`config.mk`:
```
export PLATFORM = sky130hd
export DESIGN_NAME = fpu_fmul_pipe
export DESIGN_NICKNAME = d
export VERILOG_FILES = /design/src/rtl/fpu_fmul_pipe.sv
export SDC_FILE = /design/constraint.sdc
export NUM_CORES = 2
export LEC_CHECK = 0
export ABC_CLOCK_PERIOD_IN_PS = 7100
export BUFFER_PORTS_ARGS = -buffer_cell sky130_fd_sc_hd__buf_4
export CORE_MARGIN = 3
export CORE_UTILIZATION = 55
export DETAILED_ROUTE_END_ITERATION = 12
export GPL_TIMING_DRIVEN = 0
export PLACE_DENSITY = 0.76
export SETUP_SLACK_MARGIN = 0.05
export SYNTH_ARGS = -nofsm -noshare
export SYNTH_HDL_FRONTEND = slang
export SYNTH_SLANG_ARGS = --single-unit
```
`constraint.sdc`:
```
create_clock -name clk -period 7.1 [get_ports clk]
set_input_delay 0.71 -clock clk [delete_from_list [all_inputs] [get_ports clk]]
set_output_delay 0.71 -clock clk [all_outputs]
set_load 0.01 [all_outputs]
```
`src/rtl/fpu_fmul_pipe.sv`:
```
// fpu_fmul_pipe: three-stage unrounded FP multiplier on unpacked operands with valid/ready flow control,
// bubble collapse and flush; a downstream rounder/packer consumes the normalised product.
`timescale 1ns/1ps
module fpu_fmul_pipe #(
   parameter int EXP_W  = 8,
   parameter int FRAC_W = 23,
   parameter int TAG_W  = 5
) (
   input  logic                clk,
   input  logic                rst,
   input  logic                flush,
   input  logic                ven,
   input  logic                i_valid,
   output logic                i_ready,
   input  logic [TAG_W-1:0]    i_tag,
   input  logic                a_sign,
   input  logic                b_sign,
   input  logic [EXP_W:0]      a_exp,
   input  logic [EXP_W:0]      b_exp,
   input  logic [FRAC_W-1:0]   a_frac,
   input  logic [FRAC_W-1:0]   b_frac,
   input  logic                a_is_zero,
   input  logic                a_is_inf,
   input  logic                a_is_nan,
   input  logic                b_is_zero,
   input  logic                b_is_inf,
   input  logic                b_is_nan,
   output logic                o_valid,
   input  logic                o_ready,
   output logic [TAG_W-1:0]    o_tag,
   output logic                o_sign,
   output logic [EXP_W+1:0]    o_exp,
   output logic [2*FRAC_W:0]   o_frac,
   output logic                o_is_zero,
   output logic                o_is_inf,
   output logic                o_is_nan,
   output logic                invalid
);
   localparam int M  = FRAC_W + 1;
   localparam int L  = M / 2;
   localparam int H  = M - L;
   localparam int PW = 2 * M;
   localparam int EW = EXP_W + 2;

   logic             r1_valid, r1_sign, r1_nan, r1_inf, r1_zero, r1_inv;
   logic [TAG_W-1:0] r1_tag;
   logic [EW-1:0]    r1_exp;
   logic [M+L-1:0]   r1_pl;
   logic [M+H-1:0]   r1_ph;
   logic             r2_valid, r2_sign, r2_nan, r2_inf, r2_zero, r2_inv;
   logic [TAG_W-1:0] r2_tag;
   logic [EW-1:0]    r2_exp;
   logic [PW-2:0]    r2_frac;
   logic             w_s1_adv, w_s2_adv, w_s3_adv, w_acc, w_inv, w_nan;
   logic [M-1:0]     w_ma, w_mb;
   logic [PW-1:0]    w_p;

   // Each stage moves when it is empty or its successor moves, so empty slots absorb a stalled output.
   assign w_s3_adv = !o_valid || o_ready;
   assign w_s2_adv = !r2_valid || w_s3_adv;
   assign w_s1_adv = !r1_valid || w_s2_adv;
   assign i_ready  = w_s1_adv;
   assign w_acc    = i_valid && w_s1_adv && !flush;
   assign w_ma     = {1'b1, a_frac};
   assign w_mb     = {1'b1, b_frac};
   assign w_inv    = (a_is_nan && a_frac[FRAC_W-1]) || (b_is_nan && b_frac[FRAC_W-1]) ||
                     ((a_is_inf || b_is_inf) && (a_is_zero || b_is_zero));
   assign w_nan    = a_is_nan || b_is_nan || w_inv;
   assign w_p      = {{H{1'b0}}, r1_pl} + {r1_ph, {L{1'b0}}};

   always_ff @(posedge clk or posedge rst) begin
      if (rst) begin
         r1_valid <= 1'b0;
         r1_tag   <= '0;
         r1_sign  <= 1'b0;
         r1_exp   <= '0;
         r1_nan   <= 1'b0;
         r1_inf   <= 1'b0;
         r1_zero  <= 1'b0;
         r1_inv   <= 1'b0;
         r1_pl    <= '0;
         r1_ph    <= '0;
      end else begin
         r1_valid <= flush ? 1'b0 : (w_s1_adv ? i_valid : r1_valid);
         if (w_acc) begin
            r1_tag  <= i_tag;
            r1_sign <= a_sign ^ b_sign;
            r1_exp  <= {a_exp[EXP_W], a_exp} + {b_exp[EXP_W], b_exp};
            r1_nan  <= w_nan;
            r1_inf  <= !w_nan && (a_is_inf || b_is_inf);
            r1_zero <= !w_nan && (a_is_zero || b_is_zero);
            r1_inv  <= w_inv && ven;
            r1_pl   <= {{L{1'b0}}, w_ma} * {{M{1'b0}}, w_mb[L-1:0]};
            r1_ph   <= {{H{1'b0}}, w_ma} * {{M{1'b0}}, w_mb[M-1:L]};
         end
      end
   end

   always_ff @(posedge clk or posedge rst) begin
      if (rst) begin
         r2_valid <= 1'b0;
         r2_tag   <= '0;
         r2_sign  <= 1'b0;
         r2_exp   <= '0;
         r2_nan   <= 1'b0;
         r2_inf   <= 1'b0;
         r2_zero  <= 1'b0;
         r2_inv   <= 1'b0;
         r2_frac  <= '0;
      end else begin
         r2_valid <= flush ? 1'b0 : (w_s2_adv ? r1_valid : r2_valid);
         if (w_s2_adv) begin
            r2_tag  <= r1_tag;
            r2_sign <= r1_sign;
            r2_exp  <= r1_exp + {{(EW-1){1'b0}}, w_p[PW-1]};
            r2_frac <= w_p[PW-1] ? w_p[PW-2:0] : {w_p[PW-3:0], 1'b0};
            r2_nan  <= r1_nan;
            r2_inf  <= r1_inf;
            r2_zero <= r1_zero;
            r2_inv  <= r1_inv;
         end
      end
   end

   always_ff @(posedge clk or posedge rst) begin
      if (rst) begin
         o_valid   <= 1'b0;
         o_tag     <= '0;
         o_sign    <= 1'b0;
         o_exp     <= '0;
         o_frac    <= '0;
         o_is_zero <= 1'b0;
         o_is_inf  <= 1'b0;
         o_is_nan  <= 1'b0;
         invalid   <= 1'b0;
      end else begin
         o_valid <= flush ? 1'b0 : (w_s3_adv ? r2_valid : o_valid);
         if (w_s3_adv) begin
            o_tag     <= r2_tag;
            o_sign    <= r2_sign;
            o_exp     <= r2_exp;
            o_frac    <= r2_frac;
            o_is_zero <= r2_zero;
            o_is_inf  <= r2_inf;
            o_is_nan  <= r2_nan;
            invalid   <= r2_inv;
         end
      end
   end
endmodule

```
==> run summary <==
status: finished clean
Power Total: 15400 uW
pin count of the biggest net entering global routing: 128
RSZ-0062 raised after global routing: no
post-route cell area: 31000 um2
CTS buffer count: 21
HPWL after DPL: 63900 um
commonest non-fill, non-tap cell in the layout: nand2_1
Non-Filler Instances: 4039
core area: 50500 um2
Std-Cell Rows: 82
Placed Cells incl. Taps: 4002
first-pass GRT wire length: 124000 um
Hold Crit Class: in -> async
crit path kind: in -> reg
post-synthesis cell type count: 70
Avg Inst Size Synth: 8.89 um2
hold_buf cts: 0
Overflow after GRT: 0
clk_skew: 23.7 ps
Vias: 22300
Async SR Flop Fraction: 100%
Post-CTS Repair Setup Buffers: 0
initial core utilization: 56.0%
Max-slew headroom: 41.3%
synth warn: 0
Post-Syn Nets: 3886
Hold Violations, Final: 0
vias per cell: 5.51
clk_lat worst skew: 520 ps
register bit total from synthesis: 229
vias in the first global route: 22600
CP Launch Type: primary input
crit path max fanout: 10
initial DRC count: 1520
GRT Total Usage: 29.2%
H-tree depth: 1
Leakage Power: 0.0159 uW
width of the die: 233 um
Setup violations, final: 0
Final min period: 6760 ps
CTS root buffer: clkbuf_16
post-CTS resize count: 0
Die Y: 233 um
Setup crit end kind: flip-flop
max cap viols: 0
wirelength, routed: 77200 um
actual slew at the worst max-slew pin: 880 ps
DR pass1 iterations: 5
commonest non-fill, non-tap cells in the layout: 672 x nand2_1, 602 x inv_1, 442 x fa_1
Port Buffers: 150
Final nets: 4060
Fmax: 148 MHz
Top FF cell, synth: dfrtp_1
Max IR drop VDD: 0.403 mV
Post-synth EDFFs: 0
clk slew on worst S/H paths: 60 ps
drt drc: 0
critical path required time: 7530 ps
TritonCTS clock tree: built
Wirelength per Cell: 19.1 um
Area growth, synth to finish: 9.51%
clk sinks: 229
Syn Inst Count: 3179
Arr. time, crit path: 7190 ps
share of cells above drive strength 1: 8.11%
Final period util: 95.2%
power density cells: 496 nW/um2
GPL Wtd Cong: 0.998
antenna violations before repair: 2
I/O Pins: 152
die area: 54200 um2
sequential area share after synthesis: 20.3%
Synth Cell Area: 28300 um2
remaining antenna violation count: 0
Final Max Tran Viols: 0
DP Area: 30300 um2
CTS max path bufs: 3
per-layer routing:
metal / share of wire, % / track usage (%) / vias up
li1: - / - / 10200
met1: 41 / 40.1 / 10800
met2: 45 / 46.6 / 1039
met3: 9.1 / 5.06 / 192
met4: 4.8 / 11.5 / 0
met5: 0 / 0 / -
power by group:
| part | total, uW | internal [uW] | switching, uW |
|---|---|---|---|
| combinational | 12000 | 5060 | 6920 |
| clock | 1130 | 651 | 484 |
| sequential | 2250 | 1860 | 384 |
| total | 15400 | 7570 | 7790 |
critical path: stages:
cell and delay (ps):
clkbuf_1 580, clkbuf_1 590, nand2_1 160, fa_1 520
fa_1 500, inv_1 50, fa_1 450, fa_1 490
inv_1 50, fa_1 480, inv_1 40, ha_1 310
and3_1 230, nand2_1 80, or3_1 340, o21a_1 230
o31a_1 330, o211ai_1 270, a31oi_1 180, or4_1 500
nand3_1 90
layout make-up:
class	count	area (um2)
clock buffers	28	582
plain buffers	151	599
well taps	672	841
clock inverters	8	101
flip-flops and latches	229	5730
fillers	4363	19500
diodes	1	2.50
repair buffers	151	1150
inverters	604	2280
multi-input cells	2195	19700
registers in the layout, summed over array words and instances, names as in the netlist, 5 cells and up:
signal   flops
r1_ph       36
r2_tag       5
r2_exp      10
r1_pl       36
o_exp       10
r1_tag       5
o_tag        5
o_frac      47
r1_exp      10
r2_frac     47
cell families after synthesis:
kind of cell             after synthesis  synth area share (%)
adder cells (fa/ha/maj)              624                  39.4
XOR/XNOR                              93                  2.88
flip-flops                           229                  20.3
AND/OR/NAND/NOR                     1004                  15.4
AO/OA/AOI/OAI                        399                  9.01
buffers and inverters                755                  10.1
multiplexers                          75                  2.95
cell usage after synthesis (9+ instances only):
cell        n  area (um2)
o21ai_0   117         586
a21oi_1    82         410
and3_1     13        81.3
xnor2_1    56         490
dfrtp_1   229        5730
inv_1     603        2260
a211oi_1   13        97.6
ha_1      182        2280
nor2_1     87         327
a21o_1     48         360
nand2_1   672        2520
a221o_1     9        90.1
o21bai_1   13        97.6
fa_1      442        8850
mux2_2     67         754
xor2_1     37         324
o21a_1     16         120
and2_1    109         682
nand3_1    41         205
nor2b_1    11        68.8
a31oi_1    31         194
nand4_1    15        93.8
o211ai_1   11        82.6
clkbuf_1  138         518
o31ai_1    10        75.1
nor3_1     15        75.1
per-stage QoR:
stage          setup TNS, ps  hold slack (ps)  setup slack [ps]  util, %
6_report                   0              336               341     61.3
5_1_grt                    0              379               104     61.3
4_1_cts                    0              358               464     61.3
3_5_place_dp           -52.3              452             -52.3     60.0
3_3_place_gp         -483030              445             -2130     59.9
2_1_floorplan              0              433               114        -
final timing paths:
path                                        from  slack [ps]  cells past startpoint                 endpoint
max                                    a_frac[1]         340                     21    r1_pl[33]$_DFFE_PP0P_
max reg2reg                r1_pl[30]$_DFFE_PP0P_        2850                     15    r2_exp[8]$_DFFE_PP0P_
min in group clk                        i_tag[1]         390                      3    r1_tag[1]$_DFFE_PP0P_
min                                          rst         340                      2    r2_exp[6]$_DFFE_PP0P_
min reg2reg                  r2_sign$_DFFE_PP0P_         470                      2      r2_sign$_DFFE_PP0P_
max in group asynchronous                    rst        5730                      3  r2_frac[26]$_DFFE_PP0P_
(Power assumes the default switching activity.)
